**src/rtl/gtech_oa_pipe.sv**
```systemverilog
// gtech_oa_pipe: two-stage pipelined OR-AND / AND-OR reduction cell.
// G groups of K operands, each W bits wide, are reduced bit-wise into one
// W-bit result. MODE selects OA (0), OAI (1), AO (2) or AOI (3).
//
// Handshake: a transfer on either side happens at a rising CP when that
// side's valid and ready are both high. A valid may drop without a transfer.
// Ready never depends combinationally on the valid of the same side.
// IN_RDY depends combinationally on Z_RDY only, so a full pipeline can
// accept and drain on the same edge.
module gtech_oa_pipe #(
  parameter int W = 8,
  parameter int G = 2,
  parameter int K = 2
) (
  input  logic             CP,
  input  logic             CD,
  input  logic [G*K*W-1:0] IN,
  input  logic [1:0]       MODE,
  input  logic             IN_VLD,
  output logic             IN_RDY,
  output logic [W-1:0]     Z,
  output logic             Z_VLD,
  input  logic             Z_RDY
);

  logic                s2_adv;
  logic                s1_adv;
  logic [G-1:0][W-1:0] grp_or;
  logic [G-1:0][W-1:0] grp_and;
  logic [G-1:0][W-1:0] s1_term_d;
  logic [G-1:0][W-1:0] s1_term_q;
  logic [1:0]          s1_mode_d;
  logic [1:0]          s1_mode_q;
  logic                s1_vld_d;
  logic                s1_vld_q;
  logic [W-1:0]        outer_or;
  logic [W-1:0]        outer_and;
  logic [W-1:0]        z_res;
  logic [W-1:0]        z_d;
  logic [W-1:0]        z_q;
  logic                z_vld_d;
  logic                z_vld_q;

  // Stage advance: stage 2 moves when empty or drained; stage 1 moves when
  // empty or when stage 2 makes room behind it.
  always_comb begin
    s2_adv = !z_vld_q || Z_RDY;
    s1_adv = !s1_vld_q || s2_adv;
  end

  assign IN_RDY = s1_adv;
  assign Z      = z_q;
  assign Z_VLD  = z_vld_q;

  // Inner terms of every group: both OR and AND are formed, MODE[1] picks.
  always_comb begin
    grp_or  = '0;
    grp_and = '1;
    for (int g = 0; g < G; g++) begin
      for (int k = 0; k < K; k++) begin
        grp_or[g]  = grp_or[g]  | IN[(g*K+k)*W +: W];
        grp_and[g] = grp_and[g] & IN[(g*K+k)*W +: W];
      end
    end
  end

  // Outer reduction of the registered terms, then optional inversion.
  always_comb begin
    outer_or  = '0;
    outer_and = '1;
    for (int g = 0; g < G; g++) begin
      outer_or  = outer_or  | s1_term_q[g];
      outer_and = outer_and & s1_term_q[g];
    end
    z_res = (s1_mode_q[1] ? outer_or : outer_and) ^ {W{s1_mode_q[0]}};
  end

  // Stage 1 next state: valid follows IN_VLD on advance, data only on transfer.
  always_comb begin
    s1_vld_d  = s1_vld_q;
    s1_term_d = s1_term_q;
    s1_mode_d = s1_mode_q;
    if (s1_adv) begin
      s1_vld_d = IN_VLD;
      if (IN_VLD) begin
        s1_term_d = MODE[1] ? grp_and : grp_or;
        s1_mode_d = MODE;
      end
    end
  end

  // Stage 2 next state: Z keeps its last value when the valid falls.
  always_comb begin
    z_vld_d = z_vld_q;
    z_d     = z_q;
    if (s2_adv) begin
      z_vld_d = s1_vld_q;
      if (s1_vld_q) begin
        z_d = z_res;
      end
    end
  end

  // Pipeline registers; reset discards everything in flight.
  always_ff @(posedge CP or negedge CD) begin
    if (!CD) begin
      s1_vld_q  <= 1'b0;
      s1_term_q <= '0;
      s1_mode_q <= 2'b00;
      z_vld_q   <= 1'b0;
      z_q       <= '0;
    end else begin
      s1_vld_q  <= s1_vld_d;
      s1_term_q <= s1_term_d;
      s1_mode_q <= s1_mode_d;
      z_vld_q   <= z_vld_d;
      z_q       <= z_d;
    end
  end

endmodule

```
**config.mk**
```make
export PLATFORM = sky130hd
export DESIGN_NAME = gtech_oa_pipe
export DESIGN_NICKNAME = d
export VERILOG_FILES = /design/src/rtl/gtech_oa_pipe.sv
export SDC_FILE = /design/constraint.sdc
export NUM_CORES = 1
export LEC_CHECK = 0
export BUFFER_PORTS_ARGS = -buffer_cell sky130_fd_sc_hd__buf_4
export CAP_MARGIN = 20
export CORE_UTILIZATION = 49
export CTS_CLUSTER_DIAMETER = 80
export DETAILED_ROUTE_END_ITERATION = 12
export GPL_ROUTABILITY_DRIVEN = 0
export PLACE_DENSITY = 0.78
export SETUP_SLACK_MARGIN = 0.02
export SLEW_MARGIN = 30
export SYNTH_ARGS = -nofsm -noshare
export SYNTH_HDL_FRONTEND = slang
export SYNTH_SLANG_ARGS = --single-unit
```
**constraint.sdc**
```tcl
create_clock -name CP -period 1.8 [get_ports CP]
set_clock_uncertainty 0.15 [all_clocks]
set_input_delay 0 -clock CP [delete_from_list [all_inputs] [get_ports CP]]
set_output_delay 0 -clock CP [all_outputs]
set_load 0.01 [all_outputs]
```
==> results.md, run 1 <==
* Post-Route WL at 3.08 mm
* Cell Pwr Density at 836 nW/um2
* Hold path depth at 3
* Post-Synthesis Cells at 97
* Met2 usage at 0.432
* Layout area overhead at 55.5%
* Via count at 1,063
* H-tree level count at 1
* Synth Register Bits at 28
* Fin area at 2190 um2
* First-pass GRT wire length at 5.42 mm
* Row count at 19
* Final setup TNS at 0 ns
* Number of setup violations in the final report at 0
* Max Fclk at 623 MHz
* CTS tree: built
* Syn nets at 135
* Max_cap viols at 0
* Count of input and output buffers at 47
* Slew @ Worst Pin at 0.453 ns
* Ant. Diodes at 0
* Core Box Area at 2730 um2
* Vias in the first global route at 1,169
* Final ANT Viol Nets at 0
* Root Buffer: clkbuf_4
* Cell Chain, Critical Path: dlygate4sd3_1, buf_4, nand3b_2, nand2_2, mux2_2
* Final hold vios at 0
* CTS clk-pin slew, worst paths at 0.14 ns
* FF-to-FF Start: s1_vld_q
* Static leakage at 0.000969 uW
* Rel. slew slack at 0.697
* Final net count at 223
* Min-delay src: MODE[0]
* Largest net degree at the start of global routing at 29
* RSZ-0062 raised after global routing: false
* Fin. max-slew vios at 0
* Synth area leaders: dfrtp_1 (50%), mux2_2 (21%), maj3_2 (14%)
* Synthesized area at 1410 um2
* Wire per inst at 14.4 um
* Stages on the worst setup path at 5
* TritonCTS buffer count at 3
* Post-layout min period at 1.60 ns
* Dominant cell type by area after synthesis: dfrtp_1
* Clk sinks at 28
* Syn Area/Cell at 14.6 um2
* Critical Path Fanout Max at 18
* Hold Crit Class: in2reg
* Slowest cell on crit path: dlygate4sd3_1
* Buf/Inv on CP at 2
* R2R cell count at 3
* Yosys warns at 0
* GR Util met1 at 0.265
* Die X at 55.7 um
* CP delay by family, top: buffers and inverters
* Via-to-Cell Ratio at 4.97
* Layout cells sized above 1 at 0.536
* Total track usage at 0.227
* Die area at 3100 um2
* Crit end category: register
* Initial antenna violation count at 0
* Critical Path Start: Z_RDY
* VDD IR max at 793 uV
* Die height at 55.7 um
* Period utilization at 0.891
* Congestion Overflow GR at 0
* DP Area at 1760 um2
* Critical path class: in2reg
* Iteration count of the initial detailed-routing pass at 4
* Share of the synthesized area in the top cell type at 0.496
* Clk buf depth at 2
* Initial drt markers at 36
* Critical Path RT at 1.88 ns
* Initial core utilization at 0.516
* I/O pin count at 48
* Clock latency on the worst-skew pair at 0.32 ns
* Gr busiest metal: met2
* Post-synthesis cell type count at 12
* Sequential share of the synthesized area at 0.496
* Status: completed
* Critical Path AT at 1.68 ns
* Startpoint Class: input port
* Met3 usage at 0.0326
* # DRC at 0
* Slowest Stage Delay on Critical Path at 0.54 ns
* Post-CTS setup buffer count at 0
==> cells in the final DEF (no fill, tap or decap) <==
cell type | Yosys | layout
maj3_1 | 6 | 6
clkbuf_4 | 0 | 3
buf_12 | 0 | 1
nand2b_1 | 3 | 3
nand2_2 | 1 | 1
buf_4 | 1 | 47
maj3_2 | 18 | 18
inv_2 | 1 | 1
nand2_1 | 1 | 1
xor2_1 | 8 | 8
dfrtp_1 | 28 | 28
mux2_2 | 26 | 26
dlygate4sd3_1 | 0 | 39
nand3b_2 | 1 | 1
==> synthesized netlist by cell type (all sizes together) <==
master / instances
dfrtp: 28
mux2: 26
maj3: 24
xor2: 8
buf: 4
nand2b: 3
nand2: 2
inv: 1
nand3b: 1
==> state kept, by name (all words and copies together), names as in the netlist <==
register,flops
Z_VLD,1
s1_term_q,16
s1_vld_q,1
s1_mode_q,2
Z,8
==> per-stage QoR <==
stage / setup WS, ns / utilization / hold WS (ns) / power [uW] / instances
floorplan: 0.303 / - / -0.446 / 1250 / 97
global placement: 0.267 / 0.644 / -0.214 / 1500 / 171
detailed placement: 0.246 / 0.644 / -0.216 / 1530 / 171
CTS: 0.198 / 0.803 / 0.283 / 1840 / 214
global route: 0.140 / 0.803 / 0.285 / 1950 / 214
finish: 0.196 / 0.803 / 0.282 / 1830 / 214
==> cells by family after synthesis <==
kind of cell  synth area share
xor+xnor                0.0496
simple gates            0.0284
fa+ha+maj                0.186
mux                      0.207
flops                    0.496
buf+inv                 0.0319
==> tightest hold or removal path, delay by kind of cell <==
family	cells	cell delay, ns
buffers and inverters	2	0.61
muxes	1	0.12
==> final cells by class <==
type	count	area [um2]
flip-flops and latches	28	701
well taps	31	38.8
clock buffers	3	22.5
repair buffers	87	763
inverters	1	3.75
fillers	151	539
multi-input cells	64	666
==> layer usage <==
metal,up-vias,wire [um]
met4,0,13
met2,31,1690
met5,-,0
met3,2,112
li1,518,-
met1,512,1260
==> final timing paths <==
path | slack, ns | end
setup / recovery | 0.20 | s1_term_q[11]
hold / removal | 0.28 | s1_mode_q[0]
setup reg to reg | 0.24 | s1_term_q[11]
hold reg to reg | 0.37 | Z[5]
max in group asynchronous | 0.83 | s1_term_q[15]
min in group asynchronous | 0.52 | s1_vld_q
==> power breakdown <==
group / internal (uW) / switching, uW / total (uW)
clock network: 78.5 / 175 / 253
registers: 790 / 116 / 906
logic: 442 / 234 / 676
total: 1310 / 524 / 1830
==> what timing repair did <==
| item | 4_1_cts | 5_1_grt |
|---|---|---|
| gates resized for setup | 0 | 0 |
| hold buffers | 40 | 0 |
| endpoints found under the hold margin | 48 | 0 |
No activity file was read; power rests on OpenSTA's default activity.
==> run 2: changes to the inputs <==
clock period = 1.6 ns   (was 1.8 ns; I/O delays follow)
==> run 2 against run 1 <==
Wire length increased by 2.2%. Cell count unchanged. Core utilization about the same. Die area unchanged. Critical path depth decreased by 2. Cell area about the same. Critical endpoint is now Z[3]. Largest cell class unchanged. Largest power group unchanged.
==> results.md, run 2 (same netlist as run 1, synthesis figures left out) <==
* Total track usage at 0.228 (+0.00171)
* Total power at 2060 uW (+12%)
* Iteration count of the initial detailed-routing pass at 6 (+2)
* H-tree level count at 1 (unchanged)
* NetSw at 580 uW (+11%)
* Post-layout min period at 1.53 ns
* TritonCTS buffer count at 3 (unchanged)
* Finished Layout Cells at 214 (unchanged)
* Initial antenna violation count at 0 (unchanged)
* Static leakage at 0.000968 uW (about the same)
* # DRC at 0 (unchanged)
* Rel. slew slack at 0.717 (+0.0203)
* Count of input and output buffers at 47 (unchanged)
* Layout area overhead at 55.6% (about the same)
* I/O pin count at 48 (unchanged)
* CTS clk-pin slew, worst paths at 0.14 ns (about the same)
* Final hold slack at 0.304 ns (+0.0219 ns)
* Commonest cells after routing, fill and taps aside: buf_4 (47), dlygate4sd3_1 (39), dfrtp_1 (27)
* Status: completed
* Min-delay src: MODE[0]
* Final net count at 223 (unchanged)
* Slowest Stage Delay on Critical Path at 0.51 ns (-0.03 ns)
* Largest net degree at the start of global routing at 29 (unchanged)
* Slew @ Worst Pin at 0.424 ns (-0.0289 ns)
* Number of setup violations in the final report at 0 (unchanged)
* Crit end category: register
* Cell Pwr Density at 937 nW/um2 (+12%)
* Clk sinks at 28 (unchanged)
* Clk buf depth at 2 (unchanged)
* Die X at 55.7 um (unchanged)
* Post-Route Utilization at 0.803 (about the same)
* Reg with most FFs: s1_term_q
* Buf/Inv on CP at 0 (-2)
* Critical Path RT at 1.67 ns (-0.21 ns)
* Flop pwr share at 0.494 (about the same)
* Filler Cells Inserted at 163 (+7.9%)
* Period utilization at 0.953
* Fin. max-slew vios at 0 (unchanged)
* Clock latency on the worst-skew pair at 0.31 ns (about the same)
* Via-to-Cell Ratio at 5.04 (+1.4%)
* FF-to-FF Start: s1_mode_q[1]
* Final hold vios at 0 (unchanged)
* Max Fclk at 656 MHz
* Via count at 1,078 (+1.4%)
* Switching Share at 0.282 (-0.00376)
* Core Box Area at 2730 um2 (unchanged)
* Startpoint Class: register
* Final HPWL DP at 1.84 mm
* Placed insts at 172 (+0.58%)
* RSZ-0062 raised after global routing: true
* Ant. Diodes at 0 (unchanged)
* Final setup TNS at 0 ns (unchanged)
* Die height at 55.7 um (unchanged)
* CP delay by family, top: flip-flops
* Layout cells sized above 1 at 0.541 (+0.00546)
* Final ANT Viol Nets at 0 (unchanged)
* Vias in the first global route at 1,174 (+0.43%)
* Die area at 3100 um2 (unchanged)
* Clk pwr share at 0.135 (-0.003)
* Initial core utilization at 0.516 (unchanged)
* Max_cap viols at 0 (unchanged)
* Slowest cell on crit path: dfrtp_2
* Internal Power at 1480 uW (+13%)
* Congestion Overflow GR at 0 (unchanged)
* Cell Chain, Critical Path: maj3_2, xor2_1, mux2_2
* Hold Crit Class: in2reg
* Row count at 19 (unchanged)
* Critical Path Fanout Max at 9 (-9)
* Initial drt markers at 18 (-50%)
* Gate power share at 0.371 (+0.003)
* Largest register FFs at 16 (unchanged)
* Root Buffer: clkbuf_4
* Commonest non-fill, non-tap cell in the layout: buf_4
* VDD IR max at 846 uV (+6.6%)
* Critical Path AT at 1.59 ns (-0.09 ns)
* Critical Path Start: s1_mode_q[1]
* CTS tree: built
* Wire per inst at 14.7 um (+2.2%)
* First-pass GRT wire length at 5.51 mm (+1.7%)
* Critical path class: reg2reg
* Post-Route WL at 3.15 mm (+2.2%)
==> run 2: changes by cell type in the layout (fill, tap and decap cells not counted) <==
cell,previous run,this run
dfrtp_1,28,27
dfrtp_2,0,1
==> run 2: worst reg2reg max path, cell delays in order, from the launching register on <==
cell and delay [ns]:
dfrtp_2 0.51, maj3_2 0.35, xor2_1 0.15, mux2_2 0.27
==> run 2: path summary, 6_finish.rpt <==
kind,end,slack (ns),cells after the start
setup / recovery,Z[3],0.07,3
hold / removal,s1_mode_q[0],0.30,3
setup reg to reg,Z[3],0.07,3
hold reg to reg,Z[5],0.38,1
max in group asynchronous,s1_mode_q[1],0.53,3
min in group asynchronous,Z_VLD,0.49,3
==> run 2: final cells by class <==
type,count,area (um2),share of cell area
Inverter,1,3.75,0.00171
Sequential cell,28,702,0.320
Multi-Input combinational cell,64,666,0.303
Clock buffer,3,22.5,0.0103
Tap cell,31,38.8,0.0177
Timing Repair Buffer,87,763,0.348
==> run 2: power groups by stage <==
| stage | Clock [uW] | Sequential (uW) | Combinational, uW |
|---|---|---|---|
| 2_1_floorplan | 0 | 1040 | 371 |
| 3_3_place_gp | 0 | 1030 | 665 |
| 3_5_place_dp | 0 | 1040 | 690 |
| 4_1_cts | 278 | 1020 | 767 |
| 5_1_grt | 315 | 1050 | 828 |
| 6_report | 277 | 1020 | 763 |
==> run 2: what timing repair did <==
item                       4_1_cts  5_1_grt
setup buffers                    0        0
setup endpoints to repair        1        1
gates resized for setup          1        0
hold endpoints to repair        48        0
hold buffers                    39        0
==> run 2: stage by stage <==
step	area, um2	worst slack, ns
3_5_place_dp	1780	0.0240
6_report	2200	0.0748
2_1_floorplan	1410	0.103
3_3_place_gp	1780	0.0691
5_1_grt	2200	0.0194
4_1_cts	2200	0.0697
==> run 2: metal layers <==
metal,wire length [um],track usage
met1,1210,0.256
met2,1740,0.439
met3,141,0.0419
met4,49,0.0571
met5,0,0
==> run 3: changes to the inputs <==
GPL_TIMING_DRIVEN = 0   (was not set)
==> run 3 against run 2 <==
Sequential power shrank 4%. Global-route usage increased by 0.22 points. Worst hold slack got worse by 0.11 ns. Cell area grew 2.8%. Count of clock-buffer cells in the layout is 1 higher. Sequential share of layout area shrank 0.92 points. Wire length down 0.19%. Non-clock buffer count rose by 6. Cell count rose by 3.3%. Critical endpoint unchanged. Flip-flop and latch count unchanged.
==> results.md, run 3 (same netlist as run 1, synthesis figures left out) <==
* Critical Path RT at 1.67 ns (about the same)
* Iteration count of the initial detailed-routing pass at 2 (-4)
* Vias in the first global route at 1,200 (+2.2%)
* Final hold vios at 0 (unchanged)
* Crit end category: register
* Clk sinks at 28 (unchanged)
* Period utilization at 0.950 (-0.00284)
* Total track usage at 0.231 (+0.00223)
* CTS tree: built
* Critical Path Start: s1_mode_q[1]
* Final ANT Viol Nets at 0 (unchanged)
* Critical Path Fanout Max at 9 (unchanged)
* Worst R2R End: Z[3]
* Row count at 19 (unchanged)
* TritonCTS buffer count at 3 (unchanged)
* Congestion Overflow GR at 0 (unchanged)
* Die height at 55.7 um (unchanged)
* Critical Path AT at 1.59 ns (about the same)
* Count of input and output buffers at 47 (unchanged)
* Max Fclk at 658 MHz (+0.30%)
* Layout cells sized above 1 at 0.553 (+0.0116)
* Die X at 55.7 um (unchanged)
* Largest register FFs at 16 (unchanged)
* Clk buf depth at 2 (unchanged)
* Initial core utilization at 0.516 (unchanged)
* Rel. slew slack at 0.767 (+0.0496)
* Static leakage at 0.00101 uW (+3.9%)
* Die area at 3100 um2 (unchanged)
* R2R cell count at 4 (+1)
* Reg with most FFs: s1_term_q
* Max_cap viols at 0 (unchanged)
* Placed insts at 175 (+1.7%)
* Ant. Diodes at 0 (unchanged)
* Commonest non-fill, non-tap cell in the layout: buf_4
* Commonest cells after routing, fill and taps aside: buf_4 (51), dlygate4sd3_1 (39), dfrtp_1 (28)
* Number of setup violations in the final report at 0 (unchanged)
* Startpoint Class: register
* Status: completed
* Clock latency on the worst-skew pair at 0.32 ns (about the same)
* First-pass GRT wire length at 5.46 mm (-0.76%)
* Final net count at 229 (+2.7%)
* H-tree level count at 1 (unchanged)
* I/O pin count at 48 (unchanged)
* Initial antenna violation count at 0 (unchanged)
* Hold Crit Class: in2reg
* Fin area at 2260 um2 (+2.8%)
* Post-layout min period at 1.52 ns (-0.00454 ns)
* Post-Route WL at 3.14 mm (-0.19%)
* Min-delay src: Z_RDY
* Root Buffer: clkbuf_4
* FF-to-FF Start: s1_mode_q[1]
* DP Area at 1800 um2 (+1.2%)
* Post-Route Utilization at 0.826 (+0.0224)
* Finished Layout Cells at 221 (+3.3%)
* Fin. max-slew vios at 0 (unchanged)
* Via count at 1,082 (+0.37%)
* CTS clk-pin slew, worst paths at 0.14 ns (about the same)
* Setup crit end: Z[3]
* Core Box Area at 2730 um2 (unchanged)
* RSZ-0062 raised after global routing: false
* Final setup TNS at 0 ns (unchanged)
* Layout area overhead at 59.9%
* Flop-to-flop setup slack at 0.08 ns (about the same)
* Largest net degree at the start of global routing at 29 (unchanged)
* Critical path class: reg2reg
* Via-to-Cell Ratio at 4.90 (-2.8%)
* # DRC at 0 (unchanged)
* Slew @ Worst Pin at 0.350 ns (-0.0744 ns)
* Initial drt markers at 7 (-11)
* Cell Pwr Density at 945 nW/um2 (+0.83%)
* Wire per inst at 14.2 um (-3.4%)
* VDD IR max at 878 uV (+3.8%)
run 3: timing repair:
item | 4_1_cts | 5_1_grt
hold buffers | 39 | 0
setup buffers | 0 | 3
endpoints found under the setup margin | 0 | 10
hold endpoints to repair | 48 | 0
resized for setup | 0 | 1
run 3: routing by layer:
| layer | track usage | vias to the layer above | routed length, um |
|---|---|---|---|
| met1 | 0.266 | 511 | 1310 |
| met4 | 0.0607 | 0 | 36 |
| met5 | 0 | - | 0 |
| li1 | - | 534 | - |
| met3 | 0.0326 | 4 | 122 |
| met2 | 0.441 | 33 | 1670 |
run 3: layout make-up:
type                            count  area, um2
Multi-Input combinational cell     64        671
Timing Repair Buffer               89        766
Fill cell                         165        477
Buffer                              4       41.3
Clock buffer                        4       36.3
Tap cell                           31       38.8
Sequential cell                    28        701
Inverter                            1       3.75
run 3: worst min-delay path by stage:
stage / slack, ns / to / cells after the start
2_1_floorplan: -0.45 / Z[0] / 0
3_3_place_gp: -0.22 / Z[7] / 1
3_5_place_dp: -0.21 / Z[7] / 1
4_1_cts: 0.19 / IN_RDY / 3
5_1_grt: 0.21 / s1_term_q[0] / 5
6_report: 0.19 / s1_term_q[0] / 5
run 3: worst max-delay path, stage by stage (launching register included):
cell and delay, ns:
dfrtp_1 0.40, buf_6 0.14, maj3_2 0.33, xor2_1 0.15
mux2_2 0.25
run 3: power breakdown:
| group | total, uW | switching, uW | leakage, uW | internal, uW |
|---|---|---|---|---|
| clock network | 338 | 199 | 0.0000210 | 139 |
| logic | 811 | 292 | 0.000660 | 519 |
| registers | 984 | 95.5 | 0.000325 | 888 |
| total | 2130 | 586 | 0.00101 | 1550 |
run 3: per-stage QoR:
stage,worst slack [ns],hold slack (ns),total power [uW]
4_1_cts,0.0307,0.187,2140
2_1_floorplan,0.103,-0.446,1410
6_report,0.0793,0.193,2130
5_1_grt,0.0514,0.210,2270
3_3_place_gp,0.0882,-0.219,1700
3_5_place_dp,0.0503,-0.213,1730
